[src/rtl/inst_fetch.sv]
`default_nettype none
// ============================================================================
// Module   : inst_fetch
// Purpose  : Instruction fetch unit. Owns the program counter, presents it to
//            the instruction memory, captures the returned word into a
//            one-entry output register and hands it to decode over a
//            valid/ready handshake. Handles redirects, flags misaligned
//            redirect targets and halts at the end of the memory image.
// Ports    : clk, reset          - clock, synchronous active-high reset
//            pc_out              - fetch address to instruction memory
//            inst_code           - combinational read data for pc_out
//            redirect_valid/pc   - branch/jump redirect request and target
//            inst_valid/inst/
//            inst_pc/inst_ready  - decode-side handshake and payload
//            fetch_done          - fetch has reached end of image (HALT)
//            misalign_err        - misaligned redirect seen (sticky, ERR)
//            fetch_count         - completed decode handshakes since reset
// Revision : 1.0 - initial release
// ============================================================================
module inst_fetch #(
    parameter logic [31:0] RESET_PC  = 32'h0,
    parameter int          MEM_BYTES = 32
) (
    input  logic        clk,
    input  logic        reset,
    output logic [31:0] pc_out,
    input  logic [31:0] inst_code,
    input  logic        redirect_valid,
    input  logic [31:0] redirect_pc,
    output logic        inst_valid,
    output logic [31:0] inst,
    output logic [31:0] inst_pc,
    input  logic        inst_ready,
    output logic        fetch_done,
    output logic        misalign_err,
    output logic [31:0] fetch_count
);

    localparam logic [1:0]  c_st_fetch = 2'd0;
    localparam logic [1:0]  c_st_halt  = 2'd1;
    localparam logic [1:0]  c_st_err   = 2'd2;

    localparam logic [31:0] c_mem_end  = 32'(MEM_BYTES);
    localparam logic [31:0] c_last_pc  = c_mem_end - 32'd4;

    logic [1:0]  r_state;
    logic [1:0]  w_state_nxt;

    logic [31:0] r_pc;
    logic        r_inst_valid;
    logic [31:0] r_inst;
    logic [31:0] r_inst_pc;
    logic        r_fetch_done;
    logic        r_misalign_err;
    logic [31:0] r_fetch_count;

    logic        w_free;
    logic        w_handshake;
    logic        w_redirect_take;
    logic        w_redirect_misaligned;
    logic        w_redirect_load;
    logic        w_capture;

    // ------------------------------------------------------------------------
    // State register
    // ------------------------------------------------------------------------
    always_ff @(posedge clk) begin
        if (reset) begin
            r_state <= c_st_fetch;
        end else begin
            r_state <= w_state_nxt;
        end
    end

    // ------------------------------------------------------------------------
    // Next-state logic. A redirect outranks the normal fetch progression;
    // ERR can only be left through reset.
    // ------------------------------------------------------------------------
    always_comb begin
        w_state_nxt = r_state;
        case (r_state)
            c_st_fetch, c_st_halt: begin
                if (redirect_valid) begin
                    if (redirect_pc[1:0] != 2'b00) begin
                        w_state_nxt = c_st_err;
                    end else if (redirect_pc >= c_mem_end) begin
                        w_state_nxt = c_st_halt;
                    end else begin
                        w_state_nxt = c_st_fetch;
                    end
                end else if ((r_state == c_st_fetch) && w_free && (r_pc == c_last_pc)) begin
                    // Last word of the image is being captured now.
                    w_state_nxt = c_st_halt;
                end
            end
            c_st_err: begin
                w_state_nxt = c_st_err;
            end
            default: begin
                w_state_nxt = c_st_fetch;
            end
        endcase
    end

    // ------------------------------------------------------------------------
    // Control decode for the datapath registers
    // ------------------------------------------------------------------------
    always_comb begin
        w_free                = ~r_inst_valid | inst_ready;
        w_handshake           = r_inst_valid & inst_ready;
        w_redirect_take       = redirect_valid & (r_state != c_st_err);
        w_redirect_misaligned = redirect_pc[1:0] != 2'b00;
        w_redirect_load       = w_redirect_take & ~w_redirect_misaligned;
        w_capture             = (r_state == c_st_fetch) & ~redirect_valid & w_free;
    end

    // ------------------------------------------------------------------------
    // Datapath registers
    // ------------------------------------------------------------------------
    always_ff @(posedge clk) begin
        if (reset) begin
            r_pc           <= RESET_PC;
            r_inst_valid   <= 1'b0;
            r_inst         <= 32'h0;
            r_inst_pc      <= 32'h0;
            r_fetch_done   <= 1'b0;
            r_misalign_err <= 1'b0;
            r_fetch_count  <= 32'h0;
        end else begin
            if (w_redirect_load) begin
                r_pc <= redirect_pc;
            end else if (w_capture) begin
                r_pc <= r_pc + 32'd4;
            end

            // A redirect flushes the output register even if decode is
            // accepting it this cycle; the accepted word still counts.
            if (w_redirect_take) begin
                r_inst_valid <= 1'b0;
            end else if (w_capture) begin
                r_inst_valid <= 1'b1;
            end else if (w_handshake) begin
                r_inst_valid <= 1'b0;
            end

            if (w_capture) begin
                r_inst    <= inst_code;
                r_inst_pc <= r_pc;
            end

            if (w_handshake) begin
                r_fetch_count <= r_fetch_count + 32'd1;
            end

            // Registered decodes of the state being entered.
            r_fetch_done   <= (w_state_nxt == c_st_halt);
            r_misalign_err <= (w_state_nxt == c_st_err);
        end
    end

    assign pc_out       = r_pc;
    assign inst_valid   = r_inst_valid;
    assign inst         = r_inst;
    assign inst_pc      = r_inst_pc;
    assign fetch_done   = r_fetch_done;
    assign misalign_err = r_misalign_err;
    assign fetch_count  = r_fetch_count;

endmodule
`default_nettype wire

[config.mk]
export PLATFORM = sky130hd
export DESIGN_NAME = inst_fetch
export DESIGN_NICKNAME = d
export VERILOG_FILES = /design/src/rtl/inst_fetch.sv
export SDC_FILE = /design/constraint.sdc
export NUM_CORES = 1
export LEC_CHECK = 0
export BUFFER_PORTS_ARGS = -buffer_cell sky130_fd_sc_hd__buf_2
export CORE_MARGIN = 4
export CORE_UTILIZATION = 25
export DETAILED_ROUTE_END_ITERATION = 8
export PLACE_DENSITY = 0.43
export SYNTH_ARGS = -nofsm -noshare
export SYNTH_HDL_FRONTEND = slang
export SYNTH_SLANG_ARGS = --single-unit
[constraint.sdc]
create_clock -name clk -period 2.1 [get_ports clk]
set_clock_uncertainty 0.1 [all_clocks]
set_input_delay 0.105 -clock clk [delete_from_list [all_inputs] [get_ports clk]]
set_output_delay 0.105 -clock clk [all_outputs]
set_load 0.005 [all_outputs]
=== Yosys cells after proc, flatten, opt, wreduce, memory -nomap -nowiden ===
Cells that the tools add are included.

* Add/subtract/negate cells: 2
* Magnitude comparators: 1
* Equality and inequality tests: 6
* Multiplexer cells: 9
* Bitwise gates (word level): 9
* Reductions and logical operators: 8

{| class="wikitable"
|+ Operator list
! cell !! number
|-
| 32-bit two-way mux || 2
|-
| 32-bit by 1-bit adder with 32-bit output (second input constant) || 1
|-
| 32-bit by 3-bit adder with 32-bit output (second input constant) || 1
|-
| 32-bit by 5-bit == test with 1-bit output (second input constant) || 1
|-
| 32-bit by 6-bit greater-or-equal comparator with 1-bit output (second input constant) || 1
|-
| 2-bit two-way mux || 3
|-
| 2-bit nonzero test || 3
|-
| 1-bit AND || 5
|-
| 2-bit by 1-bit == test with 1-bit output (second input constant) || 2
|-
| 2-bit == test (second input constant) || 2
|-
| 2-bit one-hot mux with 2 select lines || 1
|-
| 2-bit OR reduction || 2
|-
| 1-bit two-way mux || 3
|-
| 1-bit inverter || 3
|-
| 1-bit logical AND || 2
|-
| 2-bit zero test || 1
|-
| 2-bit inequality test (second input constant) || 1
|-
| 1-bit OR || 1
|}

* Flip-flop bits (word level): 133
* Bits of input ports: 68
* Output and inout bits: 131

=== Longest topological paths before layout ===
Gate-level depths: netlist (run 1).

* Word-level depth: 8
* Gate-level depth with buffers: 7
* Depth with buffers taken out: 6

=== Worst setup path before layout (run 1) ===
Ideal clock, no wire load.

* Path kind: flip-flop to flip-flop
* Start point: register r_pc[2] (netlist: pc_out[2])
* End point: register r_pc[26] (netlist: pc_out[26])
* Setup time: 0.070 ns
* Data arrival time: 1.827 ns
* Required time: 1.930 ns
* Path slack: 0.102 ns
* Stages on the path, launching flop included: 8
* Path buffers: 1
* Clock period less this slack: 1.998 ns
* Path through: dfxtp_1 > ha_1 > nand2_1 > or2_0 > clkbuf_1 > nor4_2 > mux2_2 > a21oi_1

* Word-level cells in the longest chain between the ends: 3

{| class="wikitable"
|+ RTL lines
! item !! line !! RTL
|-
| start: declaration || 49 || <nowiki>logic [31:0] r_pc;</nowiki>
|-
| start signal: assignment || 131 || <nowiki>r_pc <= redirect_pc;</nowiki>
|-
| start signal: assignment || 133 || <nowiki>r_pc <= r_pc + 32'd4;</nowiki>
|-
| 32-bit by 3-bit adder with 32-bit output || 133 ||
|-
| 32-bit two-way mux || 132 || <nowiki>end else if (w_capture) begin</nowiki>
|-
| 32-bit two-way mux || 130 || <nowiki>if (w_redirect_load) begin</nowiki>
|}

No other way between the ends. The select of a mux whose other input is x is not followed.
A chain may end at the register's enable or synchronous reset.

=== Worst setup path in the final report (run 1) ===
* Start point: input redirect_valid
* End point: register r_pc[17] (netlist: pc_out[17])

* Word-level cells in the longest chain between the ends: 4
* Elaborated cells between the ends (all ways): 7
* Classes of those cells: 1 x mux; 5 x bitwise; 1 x reduce/logical

{| class="wikitable"
|+ RTL lines
! item !! line !! RTL
|-
| start: declaration || 28 || <nowiki>input logic redirect_valid,</nowiki>
|-
| 1-bit inverter || 114 || <nowiki>w_capture = (r_state == c_st_fetch) & ~redirect_valid & w_free;</nowiki>
|-
| 1-bit AND (2 in a row) || 114 ||
|-
| 2-bit nonzero test (no source line) || - ||
|}

Several ways; a longest one is shown, not always the timed one.

==> results of run 1 <==
## report_power, final
group          internal (W)  leakage (nW)  switching [W]
clock network       0.00195         0.301        0.00118
registers           0.00261          1.08      0.0000538
logic              0.000372          2.36       0.000439
total               0.00493          3.74        0.00167
## state kept, by name (all words and copies together), names as in the netlist
name,cells
fetch_count,32
inst,32
inst_pc,32
pc_out,32
r_state,2
fetch_done,1
inst_valid,1
misalign_err,1
## cells by family (layout without fill, tap and decap cells)
family	after synthesis	after routing	share of synthesized area
compound gates	131	131	0.1323
fa+ha+maj	2	2	0.004339
xor+xnor	45	45	0.06834
mux	3	3	0.005641
simple gates	346	346	0.2901
buf+inv	54	367	0.03753
flops	133	133	0.4617
## per-stage QoR
step	total power [W]	std cells	setup slack (ns)	hold WS (ns)	TNS [ns]
after floorplan	0.003059	714	0.1024	0.1410	0
after global placement	0.003448	1217	0.08402	0.2477	0
after detailed placement	0.003448	1217	0.04867	0.2519	0
after CTS	0.006724	1312	0.03099	0.001827	0
after global routing	0.006938	1312	-0.01778	0.04645	-0.01778
final	0.006609	1312	0.04327	0.02938	0
## final cells by class
| type | instances | area [µm²] |
|---|---|---|
| Clock buffer | 19 | 452.9 |
| Clock inverter | 13 | 171.4 |
| Fill cell | 2390 | 13880 |
| Inverter | 6 | 22.52 |
| Multi-Input combinational cell | 527 | 2910 |
| Sequential cell | 133 | 2663 |
| Tap cell | 285 | 356.6 |
| Timing Repair Buffer | 329 | 2185 |
## what timing repair did
item,in CTS,in global routing
endpoints found under the setup margin,0,6
hold buffers,63,0
hold endpoints to repair,65,0
gates resized for setup,0,2
## critical path, stage by stage
cell	delay [ns]
dlygate4sd3_1	0.55
buf_2	0.17
or3_4	0.43
nor4_4	0.40
nand3_1	0.14
mux2_1	0.33
a21oi_1	0.16
## how the worst max path moves through the flow
stage | startpoint | end | cells past startpoint
after floorplan | pc_out[2] | pc_out[26] | 7
after global placement | pc_out[2] | pc_out[24] | 7
after detailed placement | pc_out[3] | pc_out[24] | 7
after CTS | redirect_valid | pc_out[17] | 7
after global routing | redirect_valid | pc_out[17] | 7
final | redirect_valid | pc_out[17] | 7
## cells in the final DEF (no fill, tap or decap), types with 7 or more instances in the layout
cell and count:
a211oi_1 9, a21oi_1 80, a22oi_1 13, and3_1 8, buf_2 197, buf_4 65
clkbuf_16 17, dfxtp_1 133, dlygate4sd3_1 63, nand2_1 155, nand3_1 26, nand4_1 26
nor2_1 63, nor3_1 11, nor4_1 20, o21ai_0 7, xnor2_1 12, xor2_1 33
## metal layers
layer | up-vias | part of all wire
met3 | 21 | 0.059
li1 | 3095 | -
met1 | 2874 | 0.47
met5 | - | 0.00038
met2 | 176 | 0.46
met4 | 2 | 0.015
==> impl_metrics.ini, run 1 <==
[status]
run_status = completed

[global_routing]
grt_pass1_wl_um = 33690
grt_remaining_overflow = 0
grtUsageMet1 = 0.2145
grt_use_met2 = 0.2562
antenna_found_initial = 1
grt_pass1_vias = 6237
met3_usage = 0.04619
grt_start_max_net_pins = 46
grt_busiest_layer = met2
grt_usage = 0.1612

[setup_path]
startpoint_type = input pin
crit_arrival_ns = 2.28
reg2reg_depth = 7
crit_required_ns = 2.33
r2r-end = fetch_done
reg2reg_from = pc_out[7]
critical_path_class = in2reg
cp_max_fo = 8
rrSetupSlack_ns = 0.14
cp-end-kind = flop

[routing]
drt_iter0_markers = 267
wl_per_cell_um = 16.04
firstDrtPassIters = 5
route.detailed.drc = 0
postRouteWirelength_um = 21040
via_per_inst = 4.701
vias = 6168
drtAntennaViolNets = 0

[timing]
max_slew_margin = 0.6343
period_share = 0.9794
hold_violations = 0
rsz0062_at_grt = yes
max_freq_mhz = 486.2
timing.final.setup_violations = 0
timing.final.crit_period_ns = 2.057
slew_violations = 0
tightest_slew_ns = 0.5410

[synthesis]
syn_area_per_cell_um2 = 8.077
syn-cell-area_um2 = 5767
yosysTopAreaCell = dfxtp_1
synth-seq-cells = 133
synthDistinctLibCells = 53
synth_nets = 784
synthArstFlopShare = 0
yosysWarnings = 0
synth-seq-area-share = 0.4617
synth_edf_count = 0
yosysMostFrequentCell = nand2_1
synth_top_flop_cell = dfxtp_1
synthTopCellsByCount = nand2_1 (156), dfxtp_1 (133), a21oi_1 (80), nor2_1 (63), clkbuf_1 (37)
ys_top_cells_by_area = dfxtp_1 (46%), nand2_1 (10%), a21oi_1 (6.9%)
synth_cells = 714
synthDominantCellAreaShare = 0.4617

[min_path]
min_path_type = in2reg
whs_path_depth = 2
whs_endpoint = inst[12]
hold_start = reset

[die]
start_util = 0.2547
ioPinCount = 199
coreArea_um2 = 22640
die_area_um2 = 25560
dieHeight_um = 159.9
rows = 55
die_width_um = 159.9

[clocking]
cts_setup_buffers = 0
numCtsBuffers = 17
cts_sinks = 133
htreeDepth = 4
clockRootBuffer = clkbuf_16
insertion_delay_ns = 0.41
path_clk_slew_ns = 0.06
cts_tree = built
cts_buffer_depth = 2

[placed_design]
dp_hpwl_um = 15200
postPlaceCellArea_um2 = 7491
port_buffers = 198
gp_congestion = 0.8218

[pwr]
p_per_area_nw_per_um2 = 754.4
peakVddDrop_uv = 407.3
leakage_nw = 3.737

[layout]
area_delta_synth_final_pct = 51.92
design_area_um2 = 8761
nets = 1084
drive_gt1_frac = 0.3057
utilization = 0.3870
diodes = 0

[job]
maxCapViolations = 0
Power figures use the tool's default switching activity.
==> run 2: changes to the inputs <==
CELL_PAD_IN_SITES_DETAIL_PLACEMENT = 0   (was unset)
CELL_PAD_IN_SITES_GLOBAL_PLACEMENT = 1   (was unset)
PLACE_DENSITY = 0.56   (was 0.43)
==> run 2 against run 1 <==
Compared with the run above:
- via count hardly changed
- final cell count down 0.15%
- combinational power down 1%
- final area is 0.31% lower
- sequential cell count did not move
- non-clock buffer count down 3
- sequential share of layout area increased by 0.11 points
- core utilization down 0.12 points
- maximum frequency increased by 2.7%
- die area did not move
- worst hold slack got worse by 0.0028 ns
- first-iteration DRC count rose by 31%
==> impl_metrics.ini, run 2 (synthesized netlist as in run 1, its figures left out) <==
[status]
run_status = completed

[routing]
met3WireLength_um = 1249
drt-met1-wl_um = 10080
drt_iter0_markers = 350
drtAntennaViolNets = 0
wl_per_cell_um = 16.38
wl_met2_um = 9575
firstDrtPassIters = 4
route.detailed.drc = 0
vias = 6162
via_per_inst = 4.704
highest_layer = met5
postRouteWirelength_um = 21460

[layout]
drive_gt1_frac = 0.3066
final_common_cell = buf_2
fill_cells = 2381
nets = 1081
multi_input_area_um2 = 2907
finalNonFillerCells = 1310
final_cell_mix = buf_2 (197), nand2_1 (154), dfxtp_1 (132), a21oi_1 (80)
area_delta_synth_final_pct = 51.44
final-seq-area_um2 = 2664

[clocking]
htreeDepth = 4
numCtsBuffers = 17
insertion_delay_ns = 0.41
clockRootBuffer = clkbuf_16
cts_buffer_depth = 2
cts_sinks = 133
cts_tree = built
cts_setup_buffers = 0
path_clk_slew_ns = 0.06

[job]
maxCapViolations = 0

[timing]
rsz0062_at_grt = no
max_slew_margin = 0.5872
timing.final.crit_period_ns = 2.003
hold_violations = 0
period_share = 0.9536
slew_violations = 0
tightest_slew_ns = 0.6185
timing.final.setup_violations = 0
max_freq_mhz = 499.4

[die]
ioPinCount = 199
die_width_um = 159.9
dieHeight_um = 159.9
coreArea_um2 = 22640
rows = 55
die_area_um2 = 25560
start_util = 0.2547

[setup_path]
crit_required_ns = 2.34
startpoint_type = flop
rrSetupSlack_ns = 0.1
critical_path_class = reg2reg
crit_arrival_ns = 2.24
cp_max_fo = 6
cp-end-kind = flop

[pwr]
p_total_w = 0.006703
p_per_area_nw_per_um2 = 767.5
peakVddDrop_uv = 440.8
leakage_nw = 3.707

[global_routing]
grt_start_max_net_pins = 53
antenna_found_initial = 3
grt_pass1_vias = 6136
grt_pass1_wl_um = 34220
grt_remaining_overflow = 0
grt_usage = 0.1649

[placed_design]
port_buffers = 198
place_inst = 1214
gp_congestion = 0.8222
dp_hpwl_um = 15320

[min_path]
min_path_type = in2reg
## run 2: final timing paths
check                           cells after the start        endpoint  startpoint
worst max-delay path                                6      pc_out[17]  r_state[0]
worst min-delay path                                4  fetch_count[1]  inst_ready
worst max register to register                      6      pc_out[17]  r_state[0]
worst min register to register                      2        inst[31]    inst[31]
## run 2: cell type report
| type | count | share of cell area |
|---|---|---|
| Tap cell | 285 | 0.04083 |
| Clock inverter | 14 | 0.02264 |
| Clock buffer | 18 | 0.05029 |
| Inverter | 6 | 0.002579 |
| Multi-Input combinational cell | 527 | 0.3328 |
| Timing Repair Buffer | 326 | 0.2456 |
| Antenna cell | 1 | 0.0002865 |
| Sequential cell | 133 | 0.3050 |
## run 2: critical path, stage by stage (launching register included)
cell,delay (ns)
dfxtp_1,0.31
or3_4,0.38
buf_4,0.16
nor4_4,0.38
nand3_1,0.14
mux2_1,0.33
a21oi_1,0.13
## run 2: report_power, final
| group | internal (W) | leakage [nW] | total, W | switching [W] |
|---|---|---|---|---|
| clock | 0.00203 | 0.308 | 0.00323 | 0.00120 |
| combinational | 0.000363 | 2.32 | 0.000800 | 0.000437 |
| sequential | 0.00261 | 1.08 | 0.00267 | 0.0000567 |
## run 2: timing repair
item	4_1_cts	5_1_grt
hold buffers	63	0
gates resized for setup	2	6
pin swaps	0	1
endpoints found under the setup margin	6	13
hold endpoints to repair	62	0
## run 2: metrics by stage
stage,setup TNS [ns],util,hold WS [ns],setup WS [ns],cell area (µm²)
floorplan,0,-,0.1410,0.1024,5767
global placement,-0.2723,0.3288,0.2474,-0.02147,7443
detailed placement,-0.03001,0.3288,0.2523,-0.01542,7443
CTS,0,0.3850,0.001302,0.04342,8717
global route,0,0.3857,0.03113,0.01835,8733
finish,0,0.3857,0.02656,0.09742,8733
## run 2: per-layer routing
layer | vias up | global-route usage
met5 | - | 0
met4 | 4 | 0.06453
met3 | 34 | 0.04206
met2 | 169 | 0.2502
met1 | 2856 | 0.2253
li1 | 3099 | -
==> run 3: changes to the inputs <==
clock period = 2 ns   (was 2.1 ns; I/O delays follow)
==> run 3 against run 2 <==
Compared with the run above:
- final area is 1.4% higher
- first-iteration DRC count is 4.6% higher
- wire length grew 0.31%
- worst hold slack lost 0.0052 ns
- core utilization increased by 0.55 points
- clock-buffer cell count increased by 1
- total power grew 3.7%
- combinational power is 8.7% higher
- sequential share of layout area fell by 0.44 points
- non-clock buffer count rose by 16
- largest cell class unchanged
- largest power group unchanged
==> impl_metrics.ini, run 3 (synthesized netlist as in run 1, its figures left out) <==
[status]
run_status = completed

[routing]
drtAntennaViolNets = 0
firstDrtPassIters = 4
route.detailed.drc = 0
vias = 6179
via_per_inst = 4.660
drt_iter0_markers = 366
postRouteWirelength_um = 21530
wl_per_cell_um = 16.24

[setup_path]
slowest_stage = dlygate4sd3_1
critical_path_class = in2reg
crit_required_ns = 2.25
r2r-end = pc_out[17]
cp-end-kind = flop
startpoint_type = input pin
setup.worst_path.start = redirect_valid
path_cells = dlygate4sd3_1 > buf_2 > or3_4 > nor4_4 > buf_4 > nand3_1 > mux2_1 > a21oi_1
path_delay_family = buffers and inverters
reg2reg_depth = 6
crit_path_max_incr_delay_ns = 0.56
rrSetupSlack_ns = 0.10
cp_num_buf_inv = 3
reg2reg_from = r_state[0]
cp_max_fo = 6
crit_arrival_ns = 2.22

[timing]
timing.final.setup_violations = 0
timing.final.crit_period_ns = 1.970
period_share = 0.9849
rsz0062_at_grt = yes
tightest_slew_ns = 0.4572
slew_violations = 0
fin_ws_ns = 0.03015
max_freq_mhz = 507.7
max_slew_margin = 0.6924
timing.hold.ws_ns = 0.02135
hold_violations = 0

[placed_design]
dp_hpwl_um = 15520
place_ws_ns = 0.07175
port_buffers = 198
gp_congestion = 0.8230

[die]
start_util = 0.2547
die_width_um = 159.9
dieHeight_um = 159.9
rows = 55
ioPinCount = 199
coreArea_um2 = 22640
die_area_um2 = 25560

[global_routing]
grt_start_max_net_pins = 41
grt_usage = 0.1671
grt_pass1_wl_um = 34530
antenna_found_initial = 1
grt_pass1_vias = 6168
grt_remaining_overflow = 0

[layout]
drive_gt1_frac = 0.3144
nets = 1097
final_cell_mix = buf_2 (197), nand2_1 (155), dfxtp_1 (133), a21oi_1 (80), buf_4 (77)
final_common_cell = buf_2
area_delta_synth_final_pct = 53.61

[min_path]
whs_endpoint = inst[19]
min_path_type = in2reg
whs_path_depth = 2
hold_start = reset

[clocking]
clockRootBuffer = clkbuf_16
cts_sinks = 133
insertion_delay_ns = 0.42
htreeDepth = 4
cts_tree = built
numCtsBuffers = 17
cts_buffer_depth = 2
path_clk_slew_ns = 0.06

[job]
maxCapViolations = 0

[pwr]
peakVddDrop_uv = 496.9
p_per_area_nw_per_um2 = 784.8
leakage_nw = 3.791
## run 3: how the worst max path moves through the flow
stage	cells past startpoint	endpoint	slack [ns]
finish	8	pc_out[17]	0.03
global route	6	pc_out[26]	-0.01
CTS	7	pc_out[12]	0.03
detailed placement	7	pc_out[30]	0.07
global placement	5	pc_out[31]	0.10
floorplan	7	pc_out[26]	0.002
## run 3: per-layer routing
layer	share of wire	track usage	up-vias
met2	0.45	0.2579	169
met1	0.47	0.2279	2871
met4	0.017	0.05006	0
met3	0.060	0.04723	19
li1	-	-	3120
met5	0	0	-
## run 3: metrics by stage
stage	instance area (µm²)	setup TNS, ns	total power [W]	cells	utilization
2_1_floorplan	5767	0	0.003212	714	-
3_5_place_dp	7553	0	0.003627	1227	0.3336
6_report	8859	0	0.006952	1326	0.3913
4_1_cts	8820	0	0.007055	1324	0.3896
3_3_place_gp	7553	0	0.003633	1227	0.3336
5_1_grt	8859	-0.01965	0.007272	1326	0.3913
## run 3: power by group
group,switching [W],internal (W)
clock network,0.00127,0.00201
logic,0.000472,0.000398
registers,0.0000538,0.00274
total,0.00180,0.00515
## run 3: area by class of cell
type / instances / area, µm²
sequential: 133 / 2663
inverter: 6 / 22.52
timing repair buffer: 342 / 2275
antenna: 1 / 2.502
multi-input combinational: 527 / 2924
tap: 285 / 356.6
fill: 2408 / 13780
clock buffer: 19 / 442.9
clock inverter: 13 / 172.7
## run 3: what timing repair did
item	4_1_cts	5_1_grt
hold endpoints to repair	64	0
hold buffers	65	0
endpoints found under the setup margin	0	9
gates resized for setup	0	5
buffers inserted	0	1
